===== src/rtl/or1200_ic_refill_fsm_pkg.sv =====
// rtl/or1200_ic_refill_fsm_pkg.sv - state encoding and line geometry helpers for the I-cache refill FSM
package or1200_ic_pkg;

   // Controller states: idle, tag lookup, line burst refill, cache-inhibited single fetch
   typedef enum logic [1:0] {
      IDLE   = 2'd0,
      LOOKUP = 2'd1,
      REFILL = 2'd2,
      SINGLE = 2'd3
   } ic_state_e;

   // Byte offset bits below the word index (32-bit words)
   localparam int IC_BYTE_OFF_W = 2;

   // Width of the word index inside a line
   function automatic int ic_off_w(input int line_words);
      return $clog2(line_words);
   endfunction

   // Bytes covered by one cache line
   function automatic int ic_line_bytes(input int line_words);
      return line_words * 4;
   endfunction

endpackage


===== src/rtl/or1200_ic_refill_fsm_if.sv =====
// rtl/or1200_ic_refill_fsm_if.sv - fetch request, tag, bus and RAM-write signals of the refill FSM
interface or1200_ic_refill_fsm_if
   import or1200_ic_pkg::*;
#(
   parameter int ADDR_W     = 32,
   parameter int LINE_WORDS = 4
);
   localparam int OFF_W = ic_off_w(LINE_WORDS);

   logic              ic_en;
   logic              req_valid;
   logic              req_ci;
   logic [ADDR_W-1:0] req_addr;
   logic              tag_miss;
   logic              biu_valid;
   logic              biu_err;

   logic              biu_read;
   logic              biu_burst;
   logic [ADDR_W-1:0] biu_addr;
   logic              ram_we;
   logic              tag_we;
   logic [OFF_W-1:0]  ram_word;
   logic              hit_ack;
   logic              miss_ack;
   logic              err;
   logic              busy;

   modport master (
      output ic_en, req_valid, req_ci, req_addr, tag_miss, biu_valid, biu_err,
      input  biu_read, biu_burst, biu_addr, ram_we, tag_we, ram_word,
             hit_ack, miss_ack, err, busy
   );

   modport slave (
      input  ic_en, req_valid, req_ci, req_addr, tag_miss, biu_valid, biu_err,
      output biu_read, biu_burst, biu_addr, ram_we, tag_we, ram_word,
             hit_ack, miss_ack, err, busy
   );

endinterface


===== src/rtl/or1200_ic_refill_fsm_wrap_ctr.sv =====
// rtl/or1200_ic_refill_fsm_wrap_ctr.sv - wrapping word pointer and beat counter for one line refill
module or1200_ic_wrap_ctr #(
   parameter int OFF_W = 2
) (
   input  logic             clk,
   input  logic             rst,
   input  logic             load_i,
   input  logic [OFF_W-1:0] load_ptr_i,
   input  logic             inc_i,
   output logic [OFF_W-1:0] ptr_o,
   output logic             last_o
);

   logic [OFF_W-1:0] ptr_q, ptr_d;
   logic [OFF_W-1:0] cnt_q, cnt_d;

   // Load restarts a line at the chosen word; each beat advances both, the pointer wrapping in the line
   always_comb begin
      ptr_d = ptr_q;
      cnt_d = cnt_q;
      if (load_i) begin
         ptr_d = load_ptr_i;
         cnt_d = '0;
      end else if (inc_i) begin
         ptr_d = ptr_q + OFF_W'(1);
         cnt_d = cnt_q + OFF_W'(1);
      end
   end

   // Pointer and count registers
   always_ff @(posedge clk) begin
      if (rst) begin
         ptr_q <= '0;
         cnt_q <= '0;
      end else begin
         ptr_q <= ptr_d;
         cnt_q <= cnt_d;
      end
   end

   assign ptr_o  = ptr_q;
   // Line length is a power of two, so the final beat is the all-ones count
   assign last_o = &cnt_q;

endmodule


===== src/rtl/or1200_ic_refill_fsm.sv =====
// rtl/or1200_ic_refill_fsm.sv - I-cache lookup/refill controller; OR1200_IC_CWF_EN selects critical-word-first refill
module or1200_ic_refill_fsm
   import or1200_ic_pkg::*;
#(
   parameter int ADDR_W     = 32,
   parameter int LINE_WORDS = 4
) (
   input  logic                    clk,
   input  logic                    rst,
   or1200_ic_refill_fsm_if.slave   bus
);

   localparam int OFF_W = ic_off_w(LINE_WORDS);

   ic_state_e               state_q, state_d;
   logic [ADDR_W-1:2]       addr_q, addr_d;
   logic                    ci_q, ci_d;

   logic [OFF_W-1:0]        req_off;
   logic [OFF_W-1:0]        load_ptr;
   logic [OFF_W-1:0]        ptr;
   logic [OFF_W-1:0]        beat_word;
   logic                    ctr_load, ctr_inc, ctr_last;

   logic                    hit_ack, miss_ack, err, ram_we, tag_we;
   logic                    biu_read, biu_burst;

   assign req_off = addr_q[OFF_W+1:2];

`ifdef OR1200_IC_CWF_EN
   assign load_ptr = req_off;
`else
   assign load_ptr = '0;
`endif

   or1200_ic_wrap_ctr #(.OFF_W(OFF_W)) u_wrap_ctr (
      .clk        (clk),
      .rst        (rst),
      .load_i     (ctr_load),
      .load_ptr_i (load_ptr),
      .inc_i      (ctr_inc),
      .ptr_o      (ptr),
      .last_o     (ctr_last)
   );

   // Next state and per-cycle strobes; error beats win over data, enable loss discards the beat
   always_comb begin
      state_d   = state_q;
      addr_d    = addr_q;
      ci_d      = ci_q;
      ctr_load  = 1'b0;
      ctr_inc   = 1'b0;
      hit_ack   = 1'b0;
      miss_ack  = 1'b0;
      err       = 1'b0;
      ram_we    = 1'b0;
      tag_we    = 1'b0;
      biu_read  = 1'b0;
      biu_burst = 1'b0;
      case (state_q)
         IDLE: begin
            if (bus.ic_en && bus.req_valid) begin
               addr_d  = bus.req_addr[ADDR_W-1:2];
               ci_d    = bus.req_ci;
               state_d = LOOKUP;
            end
         end
         LOOKUP: begin
            if (!bus.ic_en || !bus.req_valid) begin
               state_d = IDLE;
            end else if (ci_q) begin
               state_d = SINGLE;
            end else if (!bus.tag_miss) begin
               hit_ack = 1'b1;
               state_d = IDLE;
            end else begin
               ctr_load = 1'b1;
               state_d  = REFILL;
            end
         end
         REFILL: begin
            biu_read  = 1'b1;
            biu_burst = 1'b1;
            if (bus.biu_err) begin
               err     = 1'b1;
               state_d = IDLE;
            end else if (!bus.ic_en) begin
               state_d = IDLE;
            end else if (bus.biu_valid) begin
               ram_we   = 1'b1;
               ctr_inc  = 1'b1;
               miss_ack = (ptr == req_off);
               if (ctr_last) begin
                  tag_we  = 1'b1;
                  state_d = IDLE;
               end
            end
         end
         SINGLE: begin
            biu_read = 1'b1;
            if (bus.biu_err) begin
               err     = 1'b1;
               state_d = IDLE;
            end else if (!bus.ic_en) begin
               state_d = IDLE;
            end else if (bus.biu_valid) begin
               miss_ack = 1'b1;
               state_d  = IDLE;
            end
         end
         default: state_d = IDLE;
      endcase
      if (rst) begin
         state_d   = IDLE;
         ctr_load  = 1'b0;
         ctr_inc   = 1'b0;
         hit_ack   = 1'b0;
         miss_ack  = 1'b0;
         err       = 1'b0;
         ram_we    = 1'b0;
         tag_we    = 1'b0;
         biu_read  = 1'b0;
         biu_burst = 1'b0;
      end
   end

   // State and latched request registers
   always_ff @(posedge clk) begin
      if (rst) begin
         state_q <= IDLE;
         addr_q  <= '0;
         ci_q    <= 1'b0;
      end else begin
         state_q <= state_d;
         addr_q  <= addr_d;
         ci_q    <= ci_d;
      end
   end

   // A burst walks the pointer; a single fetch targets the requested word
   assign beat_word = (state_q == REFILL) ? ptr : req_off;

   assign bus.biu_read  = biu_read;
   assign bus.biu_burst = biu_burst;
   assign bus.biu_addr  = biu_read ? {addr_q[ADDR_W-1:OFF_W+2], beat_word, 2'b00} : '0;
   assign bus.ram_we    = ram_we;
   assign bus.ram_word  = ram_we ? ptr : '0;
   assign bus.tag_we    = tag_we;
   assign bus.hit_ack   = hit_ack;
   assign bus.miss_ack  = miss_ack;
   assign bus.err       = err;
   assign bus.busy      = (state_q != IDLE) && !rst;

endmodule


===== src/flat_wrapper.sv =====
// flat-port wrapper written by rule: the top's interface ports become plain ports
module or1200_ic_refill_fsm_flat import or1200_ic_pkg::*;
#(
   parameter int ADDR_W     = 32,
   parameter int LINE_WORDS = 4
)
  (clk, rst, bus_ic_en, bus_req_valid, bus_req_ci, bus_req_addr, bus_tag_miss, bus_biu_valid, bus_biu_err, bus_biu_read, bus_biu_burst, bus_biu_addr, bus_ram_we, bus_tag_we, bus_ram_word, bus_hit_ack, bus_miss_ack, bus_err, bus_busy);
  or1200_ic_refill_fsm_if #(.ADDR_W(ADDR_W), .LINE_WORDS(LINE_WORDS)) bus_i ();
  input  logic clk;
  input  logic rst;
  input wire logic [$bits(bus_i.ic_en)-1:0] bus_ic_en;
  input wire logic [$bits(bus_i.req_valid)-1:0] bus_req_valid;
  input wire logic [$bits(bus_i.req_ci)-1:0] bus_req_ci;
  input wire logic [$bits(bus_i.req_addr)-1:0] bus_req_addr;
  input wire logic [$bits(bus_i.tag_miss)-1:0] bus_tag_miss;
  input wire logic [$bits(bus_i.biu_valid)-1:0] bus_biu_valid;
  input wire logic [$bits(bus_i.biu_err)-1:0] bus_biu_err;
  output wire logic [$bits(bus_i.biu_read)-1:0] bus_biu_read;
  output wire logic [$bits(bus_i.biu_burst)-1:0] bus_biu_burst;
  output wire logic [$bits(bus_i.biu_addr)-1:0] bus_biu_addr;
  output wire logic [$bits(bus_i.ram_we)-1:0] bus_ram_we;
  output wire logic [$bits(bus_i.tag_we)-1:0] bus_tag_we;
  output wire logic [$bits(bus_i.ram_word)-1:0] bus_ram_word;
  output wire logic [$bits(bus_i.hit_ack)-1:0] bus_hit_ack;
  output wire logic [$bits(bus_i.miss_ack)-1:0] bus_miss_ack;
  output wire logic [$bits(bus_i.err)-1:0] bus_err;
  output wire logic [$bits(bus_i.busy)-1:0] bus_busy;
  assign bus_i.ic_en = bus_ic_en;
  assign bus_i.req_valid = bus_req_valid;
  assign bus_i.req_ci = bus_req_ci;
  assign bus_i.req_addr = bus_req_addr;
  assign bus_i.tag_miss = bus_tag_miss;
  assign bus_i.biu_valid = bus_biu_valid;
  assign bus_i.biu_err = bus_biu_err;
  assign bus_biu_read = bus_i.biu_read;
  assign bus_biu_burst = bus_i.biu_burst;
  assign bus_biu_addr = bus_i.biu_addr;
  assign bus_ram_we = bus_i.ram_we;
  assign bus_tag_we = bus_i.tag_we;
  assign bus_ram_word = bus_i.ram_word;
  assign bus_hit_ack = bus_i.hit_ack;
  assign bus_miss_ack = bus_i.miss_ack;
  assign bus_err = bus_i.err;
  assign bus_busy = bus_i.busy;
  or1200_ic_refill_fsm #(.ADDR_W(ADDR_W), .LINE_WORDS(LINE_WORDS)) u_core (.clk(clk), .rst(rst), .bus(bus_i));
endmodule

===== config.mk =====
export PLATFORM = sky130hd
export DESIGN_NAME = or1200_ic_refill_fsm_flat
export DESIGN_NICKNAME = d
export VERILOG_FILES = /design/src/rtl/or1200_ic_refill_fsm_pkg.sv /design/src/rtl/or1200_ic_refill_fsm_if.sv /design/src/rtl/or1200_ic_refill_fsm_wrap_ctr.sv /design/src/rtl/or1200_ic_refill_fsm.sv /design/src/flat_wrapper.sv
export SDC_FILE = /design/constraint.sdc
export NUM_CORES = 1
export LEC_CHECK = 0
export CAP_MARGIN = 20
export CORE_ASPECT_RATIO = 0.8
export CORE_MARGIN = 2
export CORE_UTILIZATION = 23
export CTS_BUF_LIST = sky130_fd_sc_hd__clkbuf_4 sky130_fd_sc_hd__clkbuf_8
export DETAILED_ROUTE_END_ITERATION = 8
export GPL_ROUTABILITY_DRIVEN = 1
export MAX_ROUTING_LAYER = met4
export RECOVER_POWER = 25
export SLEW_MARGIN = 20
export SYNTH_ARGS = -nofsm -noshare
export SYNTH_HDL_FRONTEND = slang
export SYNTH_HIERARCHICAL = 1
export SYNTH_SLANG_ARGS = --single-unit

===== constraint.sdc =====
create_clock -name clk -period 4.65 [get_ports clk]
set_input_delay 0.93 -clock clk [delete_from_list [all_inputs] [get_ports clk]]
set_output_delay 0.93 -clock clk [all_outputs]
set_load 0.01 [all_outputs]

==> reports/results.txt <==
The run finished with clean final reports. Measured on the finished design, the core utilization comes to 35.9%. Of all cell types, the one taking the most synthesized area is sky130_fd_sc_hd__dfxtp_1.

Headroom to the max-slew limit came out at 48.6%. The number of setup buffers added after CTS is 0. Relative to the synthesized area, the layout overhead comes to 50.3%. The total routed wirelength was 4.45 mm. The final number of hold-violating endpoints is 0, and the share of post-route cells with drive strength above 1 is 7.09%. Yosys instantiated no cell more often than sky130_fd_sc_hd__nand2_1.

The routed layout has 1,649 vias. The final setup TNS was 0 ns. Per-cell routed wire length: 11.1 um. The share of the synthesized area in the top cell type was 41.5%. In the finished design, the share of the clock period the worst path needs comes to 81.9%. The run gives 28 as the total number of placement rows. In the synthesized netlist, the cells that appear most often are sky130_fd_sc_hd__nand2_1, sky130_fd_sc_hd__dfxtp_1, sky130_fd_sc_hd__and2_1, sky130_fd_sc_hd__a21oi_1. The wire-length estimate of the detail-placed layout is 3.09 mm.

The count of distinct cell types in the synthesized netlist was 34. The class of the most critical hold timing path was register to register. Using the TritonRoute via totals, the vias-per-cell ratio works out to 4.11.

The clock reaches the later pin of the worst-skew pair after 0.28 ns. The minimum clock period after layout is 3.81 ns. The pre-CTS worst setup slack was 0.904 ns. The share of synthesized flip-flops with an asynchronous set or reset came out at 0%. The remaining global-route overflow came out at 0. The count of clock tree sinks was 37. Measured along the x axis, the die boundary spans 102 um.

The number of buffers added on ports is 77, and the number of levels in the clock H-tree is 2. For the final database, setup skew stands at 0.00411 ns. STA classifies the critical path startpoint as an input port.

The logs give 1780 sq um for the netlist area before placement and 0.449 ns for the hold slack. The run gives 55 as the violation count after the first detailed-route iteration. The run gives 222 as the number of instances in the synthesized netlist. Clock-pin slew was measured on the worst setup and hold paths at 0.07 ns.

For this configuration, the core starts out at a cell density of 23.9%. The average size of a mapped cell was 8.03 sq um; the required time of the critical path was 3.72 ns. Measured along the y axis, the die boundary spans 82.8 um. The final layout contains 336 nets. Setup repair after global routing left no endpoint under its margin. In this run, CTS created clock tree buffers numbering 5. The global-route wire length before repair came out at 7.00 mm. Entering global routing, the biggest net connects 41 pins.

In this run the static leakage power is 0.948 nW. The tool flagged a number of max-cap violations equal to 0. The category of the critical setup timing path was input port to output pin. The sequential area share after synthesis was 41.5%; the final estimated routing congestion in global placement was 0.729. For the total power of the final layout, the log shows 0.000642 W. Setup violations remaining at the end of the flow were counted as 0. The overall fraction of global-route tracks in use came out at 11.0%. TritonCTS built the clock tree. The repair_antennas step left the layout with diodes totalling 0. The synthesized design contains 0 enable-type register cells.

Of all nets on the critical path, the largest fanout is 9. The initial antenna violation count is 0. Static timing analysis puts the maximum clock frequency at 263 MHz. The number of synthesis warnings is 6, and the maximum VDD drop is 0.0000830 V. The run gives 0.842 ns as the worst-case setup margin in the final layout. Ranked by total cell area, the synthesized netlist is headed by sky130_fd_sc_hd__dfxtp_1, sky130_fd_sc_hd__nand2_1, sky130_fd_sc_hd__and2_1. The remaining routing DRC violations was 0; the antenna violation net count after detailed routing was 0. The run gives 0 as the max-slew violation total from the final report. The run gives 0 as the count of hold-fix buffers inserted at cts. The clock tree root buffer cell was sky130_fd_sc_hd__clkbuf_8. The number of global-route vias before repair was 1,475; the core footprint was 7460 sq um.

The total power per unit cell area is 240 nW/um^2. At the worst endpoint, the arrival time is 2.88 ns. The tools report the boundary pin count as 82.

Post-synthesis register bit count: 37. The die covers 8480 sq um. The tools report the number of detailed-routing iterations run before antenna repair as 4.

The slew at the pin with the worst max-slew slack came out at 0.771 ns. The worst setup path is captured at an output pin. The post-cts resize count was 0; the maximum clock path buffer count was 2. The dominant register cell in the synthesized netlist is sky130_fd_sc_hd__dfxtp_1.
-- worst max-delay path: stages --
cell and delay (ns):
sky130_fd_sc_hd__dlygate4sd3_1 0.61, sky130_fd_sc_hd__nand3b_1 0.13, sky130_fd_sc_hd__nor3_2 0.47, sky130_fd_sc_hd__and2_1 0.21, sky130_fd_sc_hd__clkdlybuf4s50_1 0.53
-- stage by stage --
step / area [sq um] / cells
after floorplan: 1790 / 225
after CTS: 2690 / 401
after global routing: 2680 / 401
after global placement: 2590 / 393
final: 2680 / 401
after detailed placement: 2590 / 393
-- final timing paths --
path,from,endpoint,slack (ns),depth (start not counted)
hold / removal,u_core/addr_q[6]$_SDFFE_PP0P_,u_core/addr_q[6]$_SDFFE_PP0P_,0.45,2
setup reg to reg,u_core/state_q[0]$_SDFFE_PP0P_,u_core/addr_q[25]$_SDFFE_PP0P_,2.81,4
hold reg to reg,u_core/addr_q[6]$_SDFFE_PP0P_,u_core/addr_q[6]$_SDFFE_PP0P_,0.45,2
setup / recovery,bus_ic_en,bus_ram_word[0],0.84,5
-- routing by layer --
metal  vias to the layer above  share of wire [%]  global-route usage [%]
met5                         -                  0                       -
met4                         0               0.22                    2.40
met3                         2                6.5                    3.28
met2                        50                 44                    16.8
met1                       743                 49                    14.4
li1                        854                  -                       -
-- kinds of logic (layout without fill, tap and decap cells) --
kind of cell,after synthesis,in the layout,synth area share (%)
and+or+nand+nor,117,117,33.2
AOI/OAI and AO/OA,39,39,13.6
DFF,37,37,41.5
buffers and inverters,20,91,7.09
xor gates and xnor gates,4,4,1.96
muxes,3,3,1.68
adders and majority gates,1,1,0.702
other,1,4,0.210
-- where the power goes --
group / switching [W] / total (W) / leakage (nW) / internal [W]
Combinational: 0.0000337 / 0.0000755 / 0.597 / 0.0000418
Clock: 0.000106 / 0.000230 / 0.0498 / 0.000124
Sequential: 0.00000686 / 0.000337 / 0.302 / 0.000330
Total: 0.000146 / 0.000642 / 0.948 / 0.000496
-- layout make-up --
cell class	count	area (sq um)
Clock buffer	8	91.3
Fill cell	794	4780
Inverter	4	15.0
Multi-Input combinational cell	168	921
Sequential cell	37	741
Tap cell	105	131
Timing Repair Buffer	79	781
-- cells in the final DEF, fill, tap and decap left out, drive strengths merged, types with 3 or more instances in the layout --
cell           Yosys  final
dfxtp             37     37
xnor2              4      4
nor3               4      4
clkbuf             4      8
a21oi             33     33
buf               12      3
mux2i              3      3
nand2             63     63
clkdlybuf4s50      0     75
inv                4      4
and2              32     32
nor2               7      7
conb               1      4
-- registers in the layout, indices dropped and copies added (netlist names) --
name                     count
u_core/u_wrap_ctr/cnt_q      2
u_core/addr_q               30
u_core/state_q               2
u_core/u_wrap_ctr/ptr_o      2
u_core/ci_q                  1
Power figures use the tool's default switching activity.
